## src/rtl/weighted_blend_pkg.sv

```systemverilog
// Shared constants for the CFA green blend: default widths, state encoding
// and the divide-by-255 normalisation constants.
package weighted_blend_pkg;

   localparam int unsigned DEF_PIX_W = 8;
   localparam int unsigned DEF_WT_W  = 8;

   localparam logic [1:0] ST_IDLE = 2'd0;
   localparam logic [1:0] ST_MUL  = 2'd1;
   localparam logic [1:0] ST_NORM = 2'd2;
   localparam logic [1:0] ST_DONE = 2'd3;

   localparam int unsigned NORM_RND = 128;
   localparam int unsigned NORM_SH  = 8;

   typedef enum logic [1:0] {
      IDLE = ST_IDLE,
      MUL  = ST_MUL,
      NORM = ST_NORM,
      DONE = ST_DONE
   } state_t;

endpackage

```

## src/rtl/weighted_blend_if.sv

```systemverilog
// Start/ready handshake bundle between the weight generator and the blender.
interface weighted_blend_if #(
   parameter int unsigned PIX_W = weighted_blend_pkg::DEF_PIX_W,
   parameter int unsigned WT_W  = weighted_blend_pkg::DEF_WT_W
);
   logic             strat;
   logic [WT_W-1:0]  scaled_hs;
   logic [WT_W-1:0]  scaled_vs;
   logic [PIX_W-1:0] est_h;
   logic [PIX_W-1:0] est_v;
   logic             busy;
   logic             ready;
   logic [PIX_W-1:0] pix_out;
   logic             sat;

   modport master (
      output strat, scaled_hs, scaled_vs, est_h, est_v,
      input  busy, ready, pix_out, sat
   );

   modport slave (
      input  strat, scaled_hs, scaled_vs, est_h, est_v,
      output busy, ready, pix_out, sat
   );
endinterface

```

## src/rtl/weighted_blend_shift_add_mac.sv

```systemverilog
// Two-operand shift-add multiply-accumulate: acc = wt_h*est_v + wt_v*est_h,
// one weight bit per step, operands captured on load.
module shift_add_mac #(
   parameter int unsigned PIX_W = 8,
   parameter int unsigned WT_W  = 8
) (
   input  logic               clk,
   input  logic               rst,
   input  logic               load,
   input  logic               step,
   input  logic [WT_W-1:0]    wt_h,
   input  logic [WT_W-1:0]    wt_v,
   input  logic [PIX_W-1:0]   est_h,
   input  logic [PIX_W-1:0]   est_v,
   output logic [PIX_W+WT_W:0] acc,
   output logic               last
);
   localparam int unsigned ACC_W = PIX_W + WT_W + 1;
   localparam int unsigned CNT_W = (WT_W > 1) ? $clog2(WT_W) : 1;

   logic [WT_W-1:0]  wt_h_q;
   logic [WT_W-1:0]  wt_v_q;
   logic [PIX_W-1:0] est_h_q;
   logic [PIX_W-1:0] est_v_q;
   logic [CNT_W-1:0] cnt;
   logic [ACC_W-1:0] term_v;
   logic [ACC_W-1:0] term_h;

   // Partial products for the current weight bit
   always_comb begin
      term_v = '0;
      term_h = '0;
      if (wt_h_q[cnt]) term_v = ACC_W'(est_v_q) << cnt;
      if (wt_v_q[cnt]) term_h = ACC_W'(est_h_q) << cnt;
   end

   always_ff @(posedge clk or negedge rst) begin
      if (!rst) begin
         wt_h_q  <= '0;
         wt_v_q  <= '0;
         est_h_q <= '0;
         est_v_q <= '0;
         cnt     <= '0;
         acc     <= '0;
         last    <= 1'b0;
      end else if (load) begin
         wt_h_q  <= wt_h;
         wt_v_q  <= wt_v;
         est_h_q <= est_h;
         est_v_q <= est_v;
         cnt     <= '0;
         acc     <= '0;
         last    <= 1'(WT_W == 1);
      end else if (step) begin
         acc  <= acc + term_v + term_h;
         cnt  <= cnt + CNT_W'(1);
         // last flags the step that will consume the top weight bit
         last <= (cnt == CNT_W'(WT_W - 2));
      end
   end

endmodule

```

## src/rtl/weighted_blend.sv

```systemverilog
// Directional green blend: weighted sum of est_h/est_v, divided by 255 with
// rounding, clipped to PIX_W bits; one result per start request.
module weighted_blend
   import weighted_blend_pkg::*;
#(
   parameter int unsigned PIX_W = DEF_PIX_W,
   parameter int unsigned WT_W  = DEF_WT_W
) (
   input logic              clk,
   input logic              rst,
   weighted_blend_if.slave  bus
);
   localparam int unsigned ACC_W  = PIX_W + WT_W + 1;
   localparam int unsigned NORM_W = ACC_W + 1;

   state_t           state;
   state_t           state_nxt;
   logic             load;
   logic             step;
   logic [ACC_W-1:0] acc;
   logic             last;

   logic             busy_q,  busy_nxt;
   logic             ready_q, ready_nxt;
   logic [PIX_W-1:0] pix_q,   pix_nxt;
   logic             sat_q,   sat_nxt;
   logic [PIX_W-1:0] res_q,   res_nxt;
   logic             rsat_q,  rsat_nxt;

   logic [NORM_W-1:0] norm_sum_c;
   logic [NORM_W-1:0] norm_c;
   logic              clip_c;

   shift_add_mac #(.PIX_W(PIX_W), .WT_W(WT_W)) u_mac (
      .clk   (clk),
      .rst   (rst),
      .load  (load),
      .step  (step),
      .wt_h  (bus.scaled_hs),
      .wt_v  (bus.scaled_vs),
      .est_h (bus.est_h),
      .est_v (bus.est_v),
      .acc   (acc),
      .last  (last)
   );

   // acc/255 ~= (acc + acc/256 + 1/2) / 256
   always_comb begin
      norm_sum_c = NORM_W'(acc) + NORM_W'(acc >> NORM_SH) + NORM_W'(NORM_RND);
      norm_c     = norm_sum_c >> NORM_SH;
      clip_c     = norm_c > NORM_W'(2**PIX_W - 1);
   end

   always_comb begin
      state_nxt = state;
      load      = 1'b0;
      step      = 1'b0;
      busy_nxt  = busy_q;
      ready_nxt = 1'b0;
      pix_nxt   = pix_q;
      sat_nxt   = sat_q;
      res_nxt   = res_q;
      rsat_nxt  = rsat_q;
      unique case (state)
         IDLE: begin
            if (bus.strat) begin
               load      = 1'b1;
               busy_nxt  = 1'b1;
               state_nxt = MUL;
            end
         end
         MUL: begin
            step = 1'b1;
            if (last) state_nxt = NORM;
         end
         NORM: begin
            res_nxt   = clip_c ? '1 : norm_c[PIX_W-1:0];
            rsat_nxt  = clip_c;
            state_nxt = DONE;
         end
         DONE: begin
            // Publish result together with the ready pulse
            pix_nxt   = res_q;
            sat_nxt   = rsat_q;
            ready_nxt = 1'b1;
            busy_nxt  = 1'b0;
            state_nxt = IDLE;
         end
         default: state_nxt = IDLE;
      endcase
   end

   always_ff @(posedge clk or negedge rst) begin
      if (!rst) begin
         state   <= IDLE;
         busy_q  <= 1'b0;
         ready_q <= 1'b0;
         pix_q   <= '0;
         sat_q   <= 1'b0;
         res_q   <= '0;
         rsat_q  <= 1'b0;
      end else begin
         state   <= state_nxt;
         busy_q  <= busy_nxt;
         ready_q <= ready_nxt;
         pix_q   <= pix_nxt;
         sat_q   <= sat_nxt;
         res_q   <= res_nxt;
         rsat_q  <= rsat_nxt;
      end
   end

   assign bus.busy    = busy_q;
   assign bus.ready   = ready_q;
   assign bus.pix_out = pix_q;
   assign bus.sat     = sat_q;

endmodule

```

## src/flat_wrapper.sv

```systemverilog
// flat-port wrapper written by rule: the top's interface ports become plain ports
module weighted_blend_flat import weighted_blend_pkg::*;
#(
   parameter int unsigned PIX_W = DEF_PIX_W,
   parameter int unsigned WT_W  = DEF_WT_W
)
  (clk, rst, bus_strat, bus_scaled_hs, bus_scaled_vs, bus_est_h, bus_est_v, bus_busy, bus_ready, bus_pix_out, bus_sat);
  weighted_blend_if #(.PIX_W(PIX_W), .WT_W(WT_W)) bus_i ();
  input logic clk;
  input logic rst;
  input wire logic [$bits(bus_i.strat)-1:0] bus_strat;
  input wire logic [$bits(bus_i.scaled_hs)-1:0] bus_scaled_hs;
  input wire logic [$bits(bus_i.scaled_vs)-1:0] bus_scaled_vs;
  input wire logic [$bits(bus_i.est_h)-1:0] bus_est_h;
  input wire logic [$bits(bus_i.est_v)-1:0] bus_est_v;
  output wire logic [$bits(bus_i.busy)-1:0] bus_busy;
  output wire logic [$bits(bus_i.ready)-1:0] bus_ready;
  output wire logic [$bits(bus_i.pix_out)-1:0] bus_pix_out;
  output wire logic [$bits(bus_i.sat)-1:0] bus_sat;
  assign bus_i.strat = bus_strat;
  assign bus_i.scaled_hs = bus_scaled_hs;
  assign bus_i.scaled_vs = bus_scaled_vs;
  assign bus_i.est_h = bus_est_h;
  assign bus_i.est_v = bus_est_v;
  assign bus_busy = bus_i.busy;
  assign bus_ready = bus_i.ready;
  assign bus_pix_out = bus_i.pix_out;
  assign bus_sat = bus_i.sat;
  weighted_blend #(.PIX_W(PIX_W), .WT_W(WT_W)) u_core (.clk(clk), .rst(rst), .bus(bus_i));
endmodule
```

## config.mk

```make
export PLATFORM = sky130hd
export DESIGN_NAME = weighted_blend_flat
export DESIGN_NICKNAME = d
export VERILOG_FILES = /design/src/rtl/weighted_blend_pkg.sv /design/src/rtl/weighted_blend_if.sv /design/src/rtl/weighted_blend_shift_add_mac.sv /design/src/rtl/weighted_blend.sv /design/src/flat_wrapper.sv
export SDC_FILE = /design/constraint.sdc
export NUM_CORES = 1
export LEC_CHECK = 0
export CAP_MARGIN = 20
export CORE_AREA = 2 2 108 89
export CTS_BUF_LIST = sky130_fd_sc_hd__clkbuf_4
export CTS_CLUSTER_DIAMETER = 150
export CTS_CLUSTER_SIZE = 10
export DETAILED_ROUTE_END_ITERATION = 10
export DIE_AREA = 0 0 110 91
export PLACE_DENSITY = 0.83
export SETUP_SLACK_MARGIN = 0.4
export SLEW_MARGIN = 30
export SYNTH_ARGS = -nofsm -noshare
export SYNTH_HDL_FRONTEND = slang
export SYNTH_SLANG_ARGS = --single-unit
```

## constraint.sdc

```tcl
create_clock -name clk -period 4.5 [get_ports clk]
set_input_delay 0.9 -clock clk [delete_from_list [all_inputs] [get_ports clk]]
set_output_delay 0.9 -clock clk [all_outputs]
set_load 0.02 [all_outputs]
```

==> impl_metrics.env, run 1 <==
export IMPL_rr_startpoint="u_core.u_mac.cnt[0]"
export IMPL_drt_initial_drc_count=313
export IMPL_synth_most_common_cell="nand2_1"
export IMPL_initial_core_util=0.589
export IMPL_place_area_um2=5750
export IMPL_syn_to_final_growth_pct=13.6
export IMPL_holdWs_ns=0.469
export IMPL_clock_root_buffer="clkbuf_4"
export IMPL_die_x_um=110
export IMPL_ctsResizeCount=2
export IMPL_synth_distinct_cells=59
export IMPL_fin_area_um2=5940
export IMPL_status="completed"
export IMPL_min_period_over_period=0.868
export IMPL_fin_cells=735
export IMPL_tightest_slew_ns=0.766
export IMPL_cts_max_level=3
export IMPL_synth_warnings=0
export IMPL_ant_nets=0
export IMPL_ctsHoldBuffers=0
export IMPL_postLayoutCoreUtil=0.669
export IMPL_finalNetCount=703
export IMPL_start_kind="flop"
export IMPL_layout_min_cycle_time_ns=3.90
export IMPL_io_pin_count=46
export IMPL_ys_flop_type="dfrtp_1"
export IMPL_grt_pass1_vias=4241
export IMPL_ys_ff_latch=75
export IMPL_hold_violations=0
export IMPL_regArea_um2=1880
export IMPL_clock_path_buffers=2
export IMPL_multi_input_area_um2=3180
export IMPL_r2r_setup_slack_ns=0.60
export IMPL_numCtsBuffers=9
export IMPL_cpMaxStageDelayCell="mux4_2"
export IMPL_io_buffers=45
export IMPL_intPower_mw=2.33
export IMPL_overflow=0
export IMPL_wl_per_cell_um=16.7
export IMPL_grt_pass1_wl_um=20800
export IMPL_synthArstFlopShare=1.00
export IMPL_max_cap_viol_count=0
export IMPL_synth_avg_cell_area_um2=8.99
export IMPL_cts_tree="built"
export IMPL_end_kind="flop"
export IMPL_synth_common_cells="121 x nand2_1, 75 x dfrtp_1, 69 x nor2_1, 37 x ha_1, 32 x a21oi_1"
export IMPL_cp_slowest_stage_delay_ns=0.54
export IMPL_clock_sinks=75
export IMPL_antenna_found_initial=0
export IMPL_yosys_top_cells_area="dfrtp_1 36%, ha_1 8.8%, nand2_1 8.7%"
export IMPL_power_mw=4.35
export IMPL_finClkSkew_ns=0.0140
export IMPL_cp_data_required_time_ns=4.84
export IMPL_seqPwrFrac=0.297
export IMPL_dp_hpwl_um=9260
export IMPL_grt_max_degree=76
export IMPL_core_area_um2=8880
export IMPL_crit_start="u_core.u_mac.cnt[0]"
export IMPL_p_sw_mw=2.02
export IMPL_holdCritPathClass="input pin to asynchronous set/reset pin"
export IMPL_drive_gt1_frac=0.0984
export IMPL_place_inst=719
export IMPL_via_per_inst=5.86
export IMPL_clockPowerShare=0.118
export IMPL_setup_viol=0
export IMPL_swShare=0.464
export IMPL_rows=31
export IMPL_crit_path_cell_trace="mux4_2, nand2_1, and2_1, nor2_1, fa_1, ha_1, and3_1, nand4_1, a21oi_1, mux2_2, o211ai_1"
export IMPL_syn_cell_area_um2=5230
export IMPL_post_cts_repair_setup_buffers=0
export IMPL_place_ws_ns=0.394
export IMPL_syn_inst=582
export IMPL_slew_viol_final=0
export IMPL_drc=0
export IMPL_path_max_fanout=9
export IMPL_critPathKind="flop to flop"
export IMPL_gp_routability_congestion=0.964
export IMPL_worst_slack_ns=0.596
export IMPL_synth_edf_count=0
export IMPL_fillers=720
export IMPL_die_area_um2=10000
export IMPL_yosys_area_top_type_share=0.359
export IMPL_finalSetupTns_ns=0
export IMPL_insertion_delay_ns=0.43
export IMPL_routed_wl_um=12300
export IMPL_drt_first_pass_iters=5
export IMPL_fmax_ghz=0.256
export IMPL_power_leakage_nw=2.74
export IMPL_track_usage=0.269
export IMPL_cp_arrival_ns=4.25
export IMPL_vias=4310
export IMPL_rsz0062_at_grt="no"
export IMPL_slew_headroom=0.489
export IMPL_yosys_area_top_type="dfrtp_1"
export IMPL_ir_drop_mv=0.320
export IMPL_power_frac_comb=0.585
export IMPL_synth_nets=670
export IMPL_antenna_cells=0
export IMPL_power_density_nw_per_um2=731
export IMPL_cts_clk_slew_worst_paths_ns=0.13
export IMPL_ys_seq_area_frac=0.359
export IMPL_die_h_um=91
[area by class of cell]
type	instances	share of cell area
inverter	16	0.0107
multi-input combinational	462	0.535
tap	115	0.0242
sequential	75	0.317
clock inverter	7	0.0179
clock buffer	9	0.0114
timing repair buffer	51	0.0842
[critical path: cells and delay by family (launching register included)]
kind                       cells  cell delay, ns
and+or+nand+nor                5            1.17
muxes                          2            0.89
adders and majority gates      2            0.88
DFF                            1            0.53
AOI/OAI and AO/OA              2            0.34
[metal layers]
layer  GRT usage  up-vias  share of wire
li1            -     2082              -
met1       0.405     2080           0.47
met2       0.397      135           0.46
met3      0.0524       13          0.064
met4      0.0675        0         0.0099
met5           0        -              0
[flip-flops by register name, summed over array words and instances (netlist names)]
name                  flops
u_core.u_mac.cnt          3
u_core.bus.ready          1
u_core.bus.pix_out        8
u_core.u_mac.last         1
u_core.bus.busy           1
u_core.bus.sat            1
u_core.u_mac.wt_v_q       8
u_core.state              2
u_core.rsat_q             1
u_core.u_mac.acc         17
u_core.u_mac.est_v_q      8
u_core.u_mac.wt_h_q       8
u_core.res_q              8
u_core.u_mac.est_h_q      8
[power by group through the flow]
stage | Combinational [mW] | Clock [mW] | Sequential, mW
2_1_floorplan | 1.91 | 0 | 1.21
3_3_place_gp | 2.41 | 0 | 1.28
3_5_place_dp | 2.50 | 0 | 1.29
4_1_cts | 2.51 | 0.526 | 1.28
5_1_grt | 2.83 | 0.550 | 1.33
6_report | 2.54 | 0.514 | 1.29
[final timing paths]
path / endpoint / depth (start not counted)
max: u_core.u_mac.acc[14] / 11
max reg2reg: u_core.u_mac.acc[14] / 11
min in group clk: u_core.u_mac.wt_v_q[0] / 2
min: u_core.u_mac.wt_v_q[2] / 1
min reg2reg: u_core.u_mac.wt_v_q[0] / 2
max in group asynchronous: u_core.u_mac.cnt[1] / 1
[layout by cell type, fill, tap and decap left out, types with 3 or more instances in the layout]
cell               n
a211oi_1           7
ha_1              37
mux4_2             4
nand4_1            5
mux2_2            18
buf_4              5
nor2_1            69
bufinv_16          3
nand2_1          121
nand4b_1           4
nand3_1           14
o21ai_0           19
o21a_1             5
nor2b_1            5
fa_1              16
a21oi_1           31
inv_1             15
clkbuf_4           9
clkinv_1           3
a31oi_1            5
mux2i_1           16
and2_1             7
o21bai_1           3
nand2b_1          11
clkdlybuf4s50_1   44
xor2_1             8
nor3_1            11
o31ai_1            3
o21ai_1            3
dfrtp_1           73
[cell families (layout without fill, tap and decap cells)]
| logic type | after synthesis | count (layout) | synth area share |
|---|---|---|---|
| flip-flops | 75 | 75 | 0.359 |
| AND/OR/NAND/NOR | 258 | 258 | 0.218 |
| adder cells (fa/ha/maj) | 53 | 53 | 0.150 |
| buffers and inverters | 45 | 83 | 0.0342 |
| AO/OA/AOI/OAI | 104 | 104 | 0.138 |
| multiplexers | 38 | 38 | 0.0866 |
| XOR/XNOR | 9 | 9 | 0.0151 |
No activity file was read; power rests on OpenSTA's default activity.
==> run 2, diff against run 1 <==
--- a/config.mk
+++ b/config.mk
@@ -5,11 +5,10 @@
 export SDC_FILE = /design/constraint.sdc
 export NUM_CORES = 1
 export LEC_CHECK = 0
-export CAP_MARGIN = 20
 export CORE_AREA = 2 2 108 89
 export CTS_BUF_LIST = sky130_fd_sc_hd__clkbuf_4
 export CTS_CLUSTER_DIAMETER = 150
-export CTS_CLUSTER_SIZE = 10
+export CTS_CLUSTER_SIZE = 25
 export DETAILED_ROUTE_END_ITERATION = 10
 export DIE_AREA = 0 0 110 91
 export PLACE_DENSITY = 0.83
==> results of run 2 <==
Final layout, timing and power as in run 1 (identical DEF).
